## src/rtl/mul_arb_pkg.sv

```systemverilog
// Shared types and constants for the two-requester multiplier arbiter.
package mul_arb_pkg;

    localparam int unsigned OPW         = 8;
    localparam int unsigned PW          = 16;
    localparam int unsigned CNTW        = 6;
    localparam int unsigned TIMEOUT_DEF = 63;

    typedef enum logic [1:0] {
        ST_IDLE = 2'd0,
        ST_GO   = 2'd1,
        ST_BUSY = 2'd2,
        ST_RESP = 2'd3
    } state_t;

    typedef struct packed {
        logic [OPW-1:0] a;
        logic [OPW-1:0] b;
    } operand_t;

endpackage

```

## src/rtl/rr_arb2.sv

```systemverilog
// Two-way round-robin select; pointer remembers the last served requester.
module rr_arb2 (
    input  logic       clk,
    input  logic       reset,
    input  logic       req0,
    input  logic       req1,
    input  logic       update,
    input  logic       served_id,
    output logic [1:0] grant_c
);

    logic last_q;

    // Reset to "1 served last" so requester 0 wins the first tie.
    always_ff @(posedge clk) begin
        if (reset) begin
            last_q <= 1'b1;
        end else if (update) begin
            last_q <= served_id;
        end
    end

    always_comb begin
        grant_c = 2'b00;
        if (req0 && req1) begin
            grant_c = last_q ? 2'b01 : 2'b10;
        end else if (req0) begin
            grant_c = 2'b01;
        end else if (req1) begin
            grant_c = 2'b10;
        end
    end

endmodule

```

## src/rtl/mul_arbiter.sv

```systemverilog
// Arbitrates two requesters onto one shared multiplier, one operation in flight,
// with a BUSY-state timeout that returns an error response.
module mul_arbiter
    import mul_arb_pkg::*;
#(
    parameter int unsigned TIMEOUT = TIMEOUT_DEF
) (
    input  logic            clk,
    input  logic            reset,
    input  logic            req0,
    input  logic            req1,
    input  logic [OPW-1:0]  a0,
    input  logic [OPW-1:0]  b0,
    input  logic [OPW-1:0]  a1,
    input  logic [OPW-1:0]  b1,
    output logic            gnt0,
    output logic            gnt1,
    output logic            rsp_valid,
    output logic            rsp_id,
    output logic [PW-1:0]   rsp_p,
    output logic            rsp_err,
    output logic            mgo,
    output logic [OPW-1:0]  main,
    output logic [OPW-1:0]  mpin,
    input  logic            mdone,
    input  logic [PW-1:0]   mp
);

    state_t          state_q, state_d;
    logic [CNTW-1:0] cnt_q, cnt_d;
    logic            cur_id_q, cur_id_d;
    operand_t        op_q, op_d;
    logic [1:0]      gnt_d;
    logic            mgo_d, rsp_valid_d, rsp_id_d, rsp_err_d;
    logic [PW-1:0]   rsp_p_d;
    logic [1:0]      grant_c;
    logic            timeout_hit_c;

    rr_arb2 u_arb (
        .clk       (clk),
        .reset     (reset),
        .req0      (req0),
        .req1      (req1),
        .update    (state_q == ST_RESP),
        .served_id (cur_id_q),
        .grant_c   (grant_c)
    );

    assign timeout_hit_c = (cnt_q + CNTW'(1)) == CNTW'(TIMEOUT);
    assign main          = op_q.a;
    assign mpin          = op_q.b;

    // State and registered outputs
    always_ff @(posedge clk) begin
        if (reset) begin
            state_q   <= ST_IDLE;
            cnt_q     <= '0;
            cur_id_q  <= 1'b0;
            op_q      <= '0;
            gnt0      <= 1'b0;
            gnt1      <= 1'b0;
            mgo       <= 1'b0;
            rsp_valid <= 1'b0;
            rsp_id    <= 1'b0;
            rsp_p     <= '0;
            rsp_err   <= 1'b0;
        end else begin
            state_q   <= state_d;
            cnt_q     <= cnt_d;
            cur_id_q  <= cur_id_d;
            op_q      <= op_d;
            gnt0      <= gnt_d[0];
            gnt1      <= gnt_d[1];
            mgo       <= mgo_d;
            rsp_valid <= rsp_valid_d;
            rsp_id    <= rsp_id_d;
            rsp_p     <= rsp_p_d;
            rsp_err   <= rsp_err_d;
        end
    end

    // Next-state
    always_comb begin
        state_d = state_q;
        case (state_q)
            ST_IDLE: if (req0 || req1)            state_d = ST_GO;
            ST_GO:                                state_d = ST_BUSY;
            ST_BUSY: if (mdone || timeout_hit_c)  state_d = ST_RESP;
            ST_RESP:                              state_d = ST_IDLE;
            default:                              state_d = ST_IDLE;
        endcase
    end

    // Output/datapath next values; pulses default low, held values default to hold
    always_comb begin
        gnt_d       = 2'b00;
        mgo_d       = 1'b0;
        rsp_valid_d = 1'b0;
        rsp_id_d    = rsp_id;
        rsp_p_d     = rsp_p;
        rsp_err_d   = rsp_err;
        cnt_d       = cnt_q;
        cur_id_d    = cur_id_q;
        op_d        = op_q;
        case (state_q)
            ST_IDLE: begin
                if (grant_c != 2'b00) begin
                    gnt_d    = grant_c;
                    cur_id_d = grant_c[1];
                    op_d     = grant_c[1] ? operand_t'({a1, b1}) : operand_t'({a0, b0});
                end
            end
            ST_GO: begin
                mgo_d = 1'b1;
                cnt_d = '0;
            end
            ST_BUSY: begin
                if (mdone) begin
                    rsp_valid_d = 1'b1;
                    rsp_id_d    = cur_id_q;
                    rsp_p_d     = mp;
                    rsp_err_d   = 1'b0;
                end else if (timeout_hit_c) begin
                    rsp_valid_d = 1'b1;
                    rsp_id_d    = cur_id_q;
                    rsp_p_d     = '0;
                    rsp_err_d   = 1'b1;
                end else begin
                    cnt_d = cnt_q + CNTW'(1);
                end
            end
            default: ;
        endcase
    end

endmodule

```

## config.mk

```make
export PLATFORM = sky130hd
export DESIGN_NAME = mul_arbiter
export DESIGN_NICKNAME = d
export VERILOG_FILES = /design/src/rtl/mul_arb_pkg.sv /design/src/rtl/rr_arb2.sv /design/src/rtl/mul_arbiter.sv
export SDC_FILE = /design/constraint.sdc
export NUM_CORES = 1
export LEC_CHECK = 0
export ABC_AREA = 1
export BUFFER_PORTS_ARGS = -buffer_cell sky130_fd_sc_hd__buf_2
export CORE_MARGIN = 3
export CORE_UTILIZATION = 50
export CTS_BUF_LIST = sky130_fd_sc_hd__clkbuf_8 sky130_fd_sc_hd__clkbuf_16
export DETAILED_ROUTE_END_ITERATION = 10
export PLACE_DENSITY = 0.86
export SLEW_MARGIN = 30
export SYNTH_ARGS = -nofsm -noshare
export SYNTH_HDL_FRONTEND = slang
export SYNTH_HIERARCHICAL = 1
export SYNTH_SLANG_ARGS = --single-unit
```

## constraint.sdc

```tcl
create_clock -name clk -period 3.25 [get_ports clk]
set_input_delay 0 -clock clk [delete_from_list [all_inputs] [get_ports clk]]
set_output_delay 0 -clock clk [all_outputs]
set_load 0.02 [all_outputs]
```

* Word-level counts from Yosys, hierarchy flattened *
Cells that the tools add are included.

word-level totals
  RAM bits = 0
  input port bits = 53
  flip-flop bits (word level) = 48
  logic and storage cells = 58
  bits in read-only memories = 0
  output and inout port bits = 38
  memories kept = 0
  bits in latches = 0

cells by class
  add/subtract/negate cells = 1
  eq/ne operators = 8
  muxes and demuxes = 20
  shift-type cells = 0
  reductions and logical operators = 13
  div/mod/pow operators = 0
  bitwise gates (word level) = 3
  magnitude comparators = 0
  multiply operators = 0

operators by type and width
  cell                                                             number
  16-bit 2-to-1 mux                                                3
  2-bit 2-to-1 mux                                                 6
  6-bit 2-to-1 mux                                                 2
  6-bit case mux with 2 select lines                               1
  2-bit inequality test, second input constant                     4
  2-bit case mux with 4 select lines                               1
  1-bit 2-to-1 mux                                                 7
  6-bit by 1-bit adder with 6-bit output, second input constant    1
  6-bit == test, second input constant                             1
  2-bit AND reduction                                              3
  2-bit nonzero test                                               3
  2-bit == test, second input constant                             2
  1-bit inverter                                                   3
  3-bit AND reduction                                              1
  3-bit OR reduction                                               1
  2-bit by 1-bit == test with 1-bit output, second input constant  1
  2-bit zero test                                                  1
  1-bit logical OR                                                 2
  2-bit OR reduction                                               1
  1-bit logical AND                                                1

* Logic depth before layout (Yosys ltp) *
Gate-level depths: netlist of run 1.

  depth in word-level cells = 6
  mapped depth = 11
  depth with buffers taken out = 10

* By module *
The synthesis of run 1 kept the hierarchy.

modules (own cells, without submodules)
  module       times used  cells each  seq. area each (µm²)  area each (µm²)
  mul_arbiter  1           267         940.9                 2,044.5
  rr_arb2      1           9           20.0                  58.8

* Least setup slack after synthesis of run 1 *
Ideal clock, no wire load.

  path kind = register to register
  start point = register cnt_q[1]
  end point = register rsp_p[0]
  stages on the path, launching flop included = 8
  required time = 3.116 ns
  clock period less this slack = 1.565 ns
  setup time = 0.134 ns
  arrival time = 1.431 ns
  slack = 1.685 ns
  path buffers = 1
  path through = dfxtp_1 -> ha_1 -> nand3_1 -> xnor2_2 -> nand4_2 -> buf_6 -> nand3_1 -> a21oi_1

between the ends
  word-level cells in the longest chain between the ends = 4

ends and longest elaborated chain
  item                                    line               RTL
  from (decl)                             mul_arbiter.sv:30  logic [CNTW-1:0] cnt_q, cnt_d;
  from (signal assigned)                  mul_arbiter.sv:69  cnt_q <= cnt_d;
  6-bit by 1-bit adder with 6-bit output  mul_arbiter.sv:49  assign timeout_hit_c = (cnt_q + CNTW'(1)) == CNTW'(TIMEOUT);
  6-bit == test                           mul_arbiter.sv:49
  2-bit nonzero test (no line)            n/a
  2-bit AND reduction (no line)           n/a
  to (signal assigned)                    mul_arbiter.sv:77  rsp_p <= rsp_p_d;
  to (decl)                               mul_arbiter.sv:20  output logic [PW-1:0] rsp_p,

Every way passes these cells.
A chain may end at the register's enable or synchronous reset.

* Worst setup path in the final report of run 1 *
  start point = register state_q[0]
  end point = register op_q (netlist bit mpin[6])

between the ends
  word-level cells in the longest chain between the ends = 2

ends and longest elaborated chain
  item                           line                RTL
  from (decl)                    mul_arbiter.sv:29   state_t state_q, state_d;
  from (signal assigned)         mul_arbiter.sv:68   state_q <= state_d;
  2-bit zero test                mul_arbiter.sv:105  case (state_q)
  2-bit AND reduction (no line)  n/a
  to (signal assigned)           mul_arbiter.sv:71   op_q <= op_d;
  to (decl)                      mul_arbiter.sv:32   operand_t op_q, op_d;

Every way passes these cells.

==> run metrics, run 1 <==
synthesis warning total 6; first-pass GRT wire length 10800 um; Tcrit/Tclk final 0.806; post-synth cell types 25; Starting Density 0.546; achievable clock frequency around 0.38 GHz; total track usage 0.274; hpwl dp 3600 um; Slew HR 0.434; max-slew violations 0; Hold Violations, Final 0; Core Footprint 3850 um^2; maxcap violations 0; maximum vdd drop 0.547 mV; floorplan row count 22; RSZ-0062 raised after global routing false; Synth Register Bits 48; Buf+Inv Stages, Crit Path 3; layout cell share with drive strength beyond 1 0.267; Area Growth Syn to Fin 50.1%; Initial DRC Count 276; CP endpoint kind flip-flop; drt total wl around 6600 um; worst-path fanout max 33; H-tree levels 2; outcome completed; Residual DRC 0; Tmin final 2.62 ns; clock root buffer clkbuf_8; fin cells around 460; GR Overflow Total 0; critical path class reg2reg; share of the synthesized area in the top cell type 0.457; Slew @ Worst Pin 0.848 ns; final routed wire length divided by cell count 14.5 um; cell area after synthesis 2100 um^2; die height 70.9 um; Die X 70.9 um; ys async rst share 0; most common cell in the synthesized netlist nand2_1; Avg Inst Size Synth 7.62 um^2; drt pass-1 iters 4; Mapped Cells 276; leading register cell type out of synthesis dfxtp_1; register area 961 um^2; grt met1 use 0.312; top post-synthesis cells by area dfxtp_1, nand2_1, nand3_1; die area 5020 um^2; syn_nets about 340; Finish-stage setup viols 0; Layout Nets 468; crit-path leading delay family buffers and inverters; cell taking the most area after synthesis dfxtp_1; Port Buf Inserts 90; CTS tree yes; largest net degree at the start of global routing 34; Final Cell Area about 3200 um^2; GR Util met2 0.463; crit start category flip-flop; # IOs just over 90; Clock Latency Late Sink 0.31 ns; met3 usage 0.0795; Top Usage Layer GRT met2; Multi-input gate area 988 um^2; initial antenna violation count 0; # clock sinks 48; total CTS buffers 5; Reg clk slew, reported paths approximately 0.09 ns; crit path DAT 2.88 ns; CP max-delay cell inv_1; power per cell area 636 nW/um^2; post_cts resized 0; Final ANT Viol Nets 0; Cells after DPL 400; Post-CTS Setup Bufs 0; max incr delay on CP 0.65 ns; Cell Chain, Critical Path inv_1, ha_1, o21ai_0, inv_1, o21ai_0, a31oi_1, dlygate4sd3_1; Setup TNS 0 ns; EDFF count, synth 0; DP Area roughly 2500 um^2; fill count 260; Worst EP required 3.51 ns; Seq/Total Area, Yosys 0.457; antenna diode count 0; Final Skew 0.00591 ns; vias per cell 5.28; GP Congestion 0.855; via count between 2000 and 2500; Max clock buf depth 2; vias in the first global route 2289; Commonest cells post-synth nand2_1, dfxtp_1, nand3_1; HP Class in2reg; LEAKAGE 0.00151 uW
-- routing by layer --
layer	vias up	share of wire
met1	1083	0.38
met2	122	0.50
li1	1182	-
met3	24	0.081
met5	-	0
met4	0	0.039
-- through the flow --
| stage | power, uW | setup slack, ns | utilization | hold slack [ns] |
|---|---|---|---|---|
| after floorplan | 1210 | 1.69 | - | 0.0624 |
| after detailed placement | 1400 | 1.26 | 0.661 | 0.260 |
| after global placement | 1380 | 1.34 | 0.661 | 0.256 |
| final | 2010 | 0.631 | 0.819 | 0.0835 |
| after CTS | 1970 | 0.923 | 0.819 | 0.0693 |
| after global routing | 2130 | 0.456 | 0.819 | 0.105 |
-- final timing paths --
path	to	slack (ns)	depth (start not counted)	startpoint
worst max-delay path	mpin[6]$_SDFFE_PP0P_	0.63	7	state_q[0]$_SDFFE_PP0P_
worst min-delay path	gnt0$_SDFF_PP0_	0.08	4	req0
worst max register to register	mpin[6]$_SDFFE_PP0P_	0.63	7	state_q[0]$_SDFFE_PP0P_
worst min register to register	rsp_err$_SDFFE_PP0P_	0.47	2	rsp_err$_SDFFE_PP0P_
-- logic make-up (layout without fill, tap and decap cells) --
logic type               after synthesis  after routing  share of synthesized area
AO/OA/AOI/OAI                         63             63                      0.169
XOR/XNOR                               1              1                    0.00774
adder cells (fa/ha/maj)                7              7                     0.0416
buffers and inverters                 36            169                     0.0732
flip-flops                            48             48                      0.457
AND/OR/NAND/NOR                      121            121                      0.252
-- timing repair --
item,in CTS,in global routing
endpoints found under the hold margin,33,0
endpoints found under the setup margin,0,0
hold buffers,49,0
-- where the power goes --
group | internal, uW | leakage [uW] | switching [uW]
logic | 310 | 0.00106 | 464
registers | 706 | 0.000392 | 73.7
clock network | 252 | 0.0000614 | 203
-- area by class of cell --
cell class                 count  area share
clock buffer                   6      0.0261
clock inverter                 2      0.0123
inverter                      21      0.0250
multi-input combinational    192       0.313
sequential                    48       0.304
tap                           48      0.0190
timing repair buffer         140       0.300
-- worst register-to-register path, stage by stage (launching register included) --
cell and delay, ns:
dfxtp_1 0.35, inv_1 0.11, ha_1 0.18, o21ai_0 0.13
inv_1 0.65, o21ai_0 0.29, a31oi_1 0.29, dlygate4sd3_1 0.58
-- flip-flops by register name, summed over array words and instances, names as in the netlist --
| name | count |
|---|---|
| mgo | 1 |
| cnt_q | 6 |
| mpin | 8 |
| rsp_valid | 1 |
| rsp_err | 1 |
| rsp_p | 16 |
| cur_id_q | 1 |
| state_q | 2 |
| u_arb/last_q | 1 |
| gnt1 | 1 |
| rsp_id | 1 |
| main | 8 |
| gnt0 | 1 |
-- placed cells by master, fill, tap and decap left out --
| cell | n |
|---|---|
| buf_2 | 90 |
| nand2_1 | 70 |
| dlygate4sd3_1 | 49 |
| dfxtp_1 | 48 |
| nand3_1 | 31 |
| a21oi_1 | 24 |
| inv_1 | 20 |
| o21ai_0 | 17 |
| a31oi_1 | 16 |
| nor2_1 | 11 |
| ha_1 | 7 |
| clkbuf_8 | 6 |
| a21oi_2 | 3 |
| nand3b_1 | 3 |
| nand2_2 | 2 |
| a21boi_1 | 2 |
| nand4_1 | 1 |
| nor2_2 | 1 |
| xnor2_2 | 1 |
| nand4_2 | 1 |
| nand3_2 | 1 |
| clkinv_1 | 1 |
| a31o_2 | 1 |
| bufinv_16 | 1 |
| clkinv_4 | 1 |
| buf_4 | 1 |
No activity file was read; power rests on OpenSTA's default activity.
==> run 2: changes to the inputs <==
--- a/config.mk
+++ b/config.mk
@@ -8,10 +8,10 @@
 export ABC_AREA = 1
 export BUFFER_PORTS_ARGS = -buffer_cell sky130_fd_sc_hd__buf_2
 export CORE_MARGIN = 3
-export CORE_UTILIZATION = 50
+export CORE_UTILIZATION = 42
 export CTS_BUF_LIST = sky130_fd_sc_hd__clkbuf_8 sky130_fd_sc_hd__clkbuf_16
 export DETAILED_ROUTE_END_ITERATION = 10
-export PLACE_DENSITY = 0.86
+export PLACE_DENSITY = 0.77
 export SLEW_MARGIN = 30
 export SYNTH_ARGS = -nofsm -noshare
 export SYNTH_HDL_FRONTEND = slang
==> constraint.sdc (replaced) <==
create_clock -name clk -period 2.1 [get_ports clk]
set_input_delay 0 -clock clk [delete_from_list [all_inputs] [get_ports clk]]
set_output_delay 0 -clock clk [all_outputs]
set_load 0.02 [all_outputs]
==> run metrics, run 2 (synthesis results as in run 1) <==
crit start category input port; R2R setup slack 0.31 ns (-0.32 ns); power per cell area 904 nW/um^2 (+42%); worst hold endpoint gnt0$_SDFF_PP0_; portion of total power attributed to the clock network 0.223 (-0.003); H-tree levels 2 (unchanged); drt pass-1 iters 5 (+1); CTS tree yes; sequential power share 0.412 (+0.024); fill count 383 (+47%); clock root buffer clkbuf_8; die height 76.8 um (+8.3%); outcome completed; combinational power share 0.366 (-0.019); # IOs 91 (unchanged); Final ANT Viol Nets 0 (unchanged); floorplan row count 25 (+14%); maxcap violations 0 (unchanged); # clock sinks 48 (unchanged); Worst EP required 2.32 ns (-1.19 ns); GP Congestion 0.869 (+1.6%); Max clock buf depth 2 (unchanged); Starting Density 0.439 (-0.106); Sw Share 0.366 (-0.00311); Tcrit/Tclk final 0.873; Slew HR 0.592 (+0.157); HP Start req0; CP endpoint kind flip-flop; critical path class in2reg; antenna diode count 0 (unchanged); Finish-stage setup viols 0 (unchanged); Layout Nets 473 (+1.1%); Core Footprint 4790 um^2 (+24%); Reg clk slew, reported paths 0.09 ns (about the same); setup ws final 0.266 ns (-0.365 ns); Sw Pwr 1060 uW (+43%); Internal 1840 uW (+45%); vias per cell 5.03 (-4.7%); final routed wire length divided by cell count 12.8 um (-12%); most common cell after layout, fill and taps aside buf_2; Residual DRC 0 (unchanged); post_cts resized 0 (unchanged); WHS 0.0639 ns (-0.0196 ns); total CTS buffers 5 (unchanged); vias in the first global route 2376 (+3.8%); max-slew violations 0 (unchanged); most frequent cells in the layout buf_2, nand2_1, dlygate4sd3_1; Worst R2R End state_q[1]$_SDFFE_PP0P_; Initial DRC Count 164 (-41%); hold path cells 4 (unchanged); GR Overflow Total 0 (unchanged); crit path DAT 2.05 ns (-0.83 ns); RSZ-0062 raised after global routing false; initial antenna violation count 0 (unchanged); Area Growth Syn to Fin 52.4%; drt total wl 6170 um (-7.1%); LEAKAGE 0.00150 uW (-0.42%); Slew @ Worst Pin 0.612 ns (-0.236 ns); maximum vdd drop 0.549 mV (+0.24%); depth of the most critical reg-to-reg path 10 (+3); achievable clock frequency 0.545 GHz; Clock Latency Late Sink 0.30 ns (about the same); first-pass GRT wire length 10600 um (-2.2%); max reg flops 16 (unchanged); hpwl dp 3550 um (-1.5%); Die X 76.8 um (+8.3%); Tmin final roughly 1.8 ns; layout cell share with drive strength beyond 1 0.273 (+0.00644); HP Class in2reg; Hold Violations, Final 0 (unchanged); Final Skew 0.00838 ns (+0.00247 ns); Worst R2R Start cnt_q[1]$_SDFFE_PP0P_; worst-path fanout max 26 (-21%); largest net degree at the start of global routing 27 (-21%); Biggest register rsp_p; total track usage 0.217 (-0.0562); Setup TNS 0 ns (unchanged); via count 2418 (+0.29%); Port Buf Inserts 90 (unchanged); pre-CTS setup slack 0.340 ns (-0.918 ns); die area 5890 um^2 (+17%)
-- run 2: power by group through the flow --
| stage | clock (uW) | sequential, uW | combinational [uW] |
|---|---|---|---|
| after detailed placement | 0 | 1200 | 977 |
| after floorplan | 0 | 1390 | 485 |
| after global placement | 0 | 1210 | 957 |
| after CTS | 657 | 1190 | 1040 |
| after global routing | 697 | 1220 | 1180 |
| final | 645 | 1190 | 1060 |
-- run 2: stage by stage --
stage | utilization | cell area [um^2] | total power (uW) | std cells
after floorplan | - | 2100 | 1870 | 276
after global placement | 0.545 | 2610 | 2160 | 424
after detailed placement | 0.545 | 2610 | 2180 | 424
after CTS | 0.670 | 3210 | 2890 | 481
after global routing | 0.670 | 3210 | 3090 | 481
final | 0.670 | 3210 | 2900 | 481
-- run 2: final cells by class --
| type | instances | area, um^2 | area share |
|---|---|---|---|
| clock buffer | 5 | 68.8 | 0.0215 |
| clock inverter | 3 | 38.8 | 0.0121 |
| inverter | 21 | 78.8 | 0.0246 |
| multi-input combinational | 192 | 988 | 0.308 |
| sequential | 48 | 961 | 0.300 |
| tap | 67 | 83.8 | 0.0262 |
| timing repair buffer | 145 | 986 | 0.308 |
-- run 2: per-layer routing --
| metal | part of all wire | global-route usage | vias up | wire length [um] |
|---|---|---|---|---|
| met1 | 0.40 | 0.244 | 1079 | 2490 |
| met2 | 0.48 | 0.378 | 127 | 2960 |
| met4 | 0.020 | 0.0924 | 0 | 123 |
| li1 | - | - | 1198 | - |
| met3 | 0.097 | 0.0669 | 14 | 600 |
| met5 | 0 | 0 | - | 0 |
-- run 2: timing repair --
action	4_1_cts	5_1_grt
setup buffers	0	0
hold buffers	49	0
endpoints found under the hold margin	33	0
-- run 2: worst max-delay path: stages --
cell and delay [ns]:
dlygate4sd3_1 0.53, buf_2 0.13, a21boi_1 0.38, o21ai_0 0.19
inv_1 0.19, buf_4 0.28, o21ai_0 0.13, a31oi_1 0.22
-- run 2: worst max path at each step --
| stage | cells past startpoint | start | endpoint |
|---|---|---|---|
| final | 8 | req1 | main[6]$_SDFFE_PP0P_ |
| after global routing | 8 | req1 | main[6]$_SDFFE_PP0P_ |
| after CTS | 10 | cnt_q[1]$_SDFFE_PP0P_ | state_q[0]$_SDFFE_PP0P_ |
| after detailed placement | 10 | cnt_q[1]$_SDFFE_PP0P_ | state_q[1]$_SDFFE_PP0P_ |
| after global placement | 8 | cnt_q[1]$_SDFFE_PP0P_ | state_q[1]$_SDFFE_PP0P_ |
| after floorplan | 7 | cnt_q[1]$_SDFFE_PP0P_ | rsp_p[0]$_SDFFE_PP0P_ |
==> run 3: changes to the inputs <==
--- a/config.mk
+++ b/config.mk
@@ -7,6 +7,7 @@
 export LEC_CHECK = 0
 export ABC_AREA = 1
 export BUFFER_PORTS_ARGS = -buffer_cell sky130_fd_sc_hd__buf_2
+export CORE_ASPECT_RATIO = 0.7
 export CORE_MARGIN = 3
 export CORE_UTILIZATION = 42
 export CTS_BUF_LIST = sky130_fd_sc_hd__clkbuf_8 sky130_fd_sc_hd__clkbuf_16
==> run metrics, run 3 (synthesis results as in run 1) <==
die area 5910 um^2 (+0.23%); Tcrit/Tclk final 0.940 (+0.0668); max-slew violations 0 (unchanged); clock root buffer clkbuf_8; worst-path fanout max 16 (-38%); maxcap violations 0 (unchanged); Worst R2R End main[7]$_SDFFE_PP0P_; max incr delay on CP 0.59 ns (+0.06 ns); total CTS buffers 5 (unchanged); WHS 0.0934 ns (+0.0295 ns); power per cell area 949 nW/um^2 (+5.0%); GP Congestion 0.793 (-8.8%); # IOs 91 (unchanged); hpwl dp 3860 um (+8.8%); crit-path leading delay family buffers and inverters; Core Footprint 4580 um^2 (-4.3%); Cells after DPL 421 (-0.71%); critical path class reg2reg; drt pass-1 iters 5 (unchanged); outcome completed; Port Buf Inserts 90 (unchanged); most frequent cells in the layout buf_2, nand2_1, dlygate4sd3_1; Tot Pwr 3070 uW (+5.9%); Initial DRC Count 129 (-21%); Worst R2R Start state_q[0]$_SDFFE_PP0P_; most common cell after layout, fill and taps aside buf_2; final routed wire length divided by cell count 13.0 um (+1.6%); floorplan row count 20 (-20%); H-tree levels 2 (unchanged); CP endpoint kind flip-flop; hold path cells 4 (unchanged); Final Skew 0.00959 ns (+0.00122 ns); Worst EP required 2.35 ns (+0.03 ns); # clock sinks 48 (unchanged); vias in the first global route 2294 (-3.5%); setup ws final 0.126 ns (-0.140 ns); vias per cell 4.91 (-2.2%); pre-CTS setup slack 0.217 ns (-0.123 ns); worst hold endpoint gnt0$_SDFF_PP0_; Final ANT Viol Nets 0 (unchanged); first-pass GRT wire length 10200 um (-3.8%); Tmin final 1.97 ns (+0.140 ns); drt total wl 6250 um (+1.2%); initial antenna violation count 0 (unchanged); via count 2354 (-2.6%); Buf+Inv Stages, Crit Path 4 (unchanged); GR Overflow Total 0 (unchanged); layout cell share with drive strength beyond 1 0.291 (+0.0176); largest net degree at the start of global routing 33 (+22%); Max clock buf depth 2 (unchanged); LEAKAGE 0.00153 uW (+1.5%); maximum vdd drop 0.525 mV (-4.3%); max reg flops 16 (unchanged); Clock Latency Late Sink 0.30 ns (about the same); Finish-stage setup viols 0 (unchanged); HP Class in2reg; Hold Violations, Final 0 (unchanged); Reg clk slew, reported paths 0.09 ns (about the same); crit start category flip-flop; achievable clock frequency 0.507 GHz (-7.1%); Residual DRC 0 (unchanged); R2R setup slack 0.13 ns (-0.18 ns); CP max-delay cell dlygate4sd3_1; fin cells 479 (-0.42%); Die X 90.6 um (+18%); Cell Chain, Critical Path inv_1, ha_1, o21ai_2, inv_2, buf_12, o21ai_0, a31oi_1, dlygate4sd3_1; Post-CTS Setup Bufs 0 (unchanged); CTS tree yes; Area Growth Syn to Fin 53.7%; Starting Density 0.459 (+0.0198); HP Start req0; crit path DAT 2.22 ns (+0.17 ns); total track usage 0.210 (-0.00707); depth of the most critical reg-to-reg path 8 (-2); Layout Nets 472 (-0.21%); antenna diode count 0 (unchanged); Slew @ Worst Pin 0.603 ns (-0.00909 ns); die height 65.2 um (-15%); Biggest register rsp_p; Slew HR 0.598 (+0.00606)
==> run 3: cell types whose count changed in the layout (fill, tap and decap cells not counted), moves of 2 or more <==
cell	previous run	this run
dfxtp_2	0	2
inv_1	21	19
a21boi_2	0	2
a21boi_1	2	0
buf_4	6	3
dfxtp_1	48	46
==> run 3: report_power, final <==
group          internal (uW)  switching [uW]
clock network            270             312
registers               1100             105
logic                    555             731
total                   1920            1150
==> run 3: through the flow <==
stage               utilization  area [um^2]   TNS, ns
finish                    0.706         3230         0
detailed placement        0.566         2590         0
CTS                       0.694         3180         0
floorplan                     -         2100         0
global route              0.706         3230  -0.00510
global placement          0.566         2590         0
==> run 3: tightest hold or removal path, cell delays in order <==
cell and delay [ns]:
buf_2 0.11, a21boi_2 0.16, inv_1 0.05, nor2_1 0.03
==> run 3: per-layer routing <==
metal  GRT usage  vias to the layer above  part of all wire
li1            -                     1193                 -
met1       0.245                     1056              0.42
met2       0.377                       90              0.49
met3      0.0446                       15             0.065
met4      0.0916                        0             0.024
met5           0                        -                 0
==> run 3: worst max path at each step <==
| stage | startpoint | to | cells past startpoint |
|---|---|---|---|
| finish | state_q[0]$_SDFFE_PP0P_ | main[7]$_SDFFE_PP0P_ | 8 |
| global route | state_q[0]$_SDFFE_PP0P_ | main[7]$_SDFFE_PP0P_ | 8 |
| CTS | state_q[0]$_SDFFE_PP0P_ | mpin[5]$_SDFFE_PP0P_ | 8 |
| detailed placement | cnt_q[1]$_SDFFE_PP0P_ | rsp_p[2]$_SDFFE_PP0P_ | 6 |
| global placement | cnt_q[0]$_SDFFE_PP0P_ | rsp_p[12]$_SDFFE_PP0P_ | 6 |
| floorplan | cnt_q[1]$_SDFFE_PP0P_ | rsp_p[0]$_SDFFE_PP0P_ | 7 |
==> run 3: what timing repair did <==
item	CTS	global route
hold buffers	49	0
setup endpoints to repair	0	14
resized for setup	0	11
hold endpoints to repair	33	0
==> run 3: layout make-up <==
| class | instances | area (um^2) |
|---|---|---|
| fill | 353 | 1350 |
| timing repair buffer | 144 | 1010 |
| multi-input combinational | 192 | 1000 |
| sequential | 48 | 963 |
| clock buffer | 6 | 82.6 |
| inverter | 21 | 82.6 |
| tap | 66 | 82.6 |
| clock inverter | 2 | 13.8 |
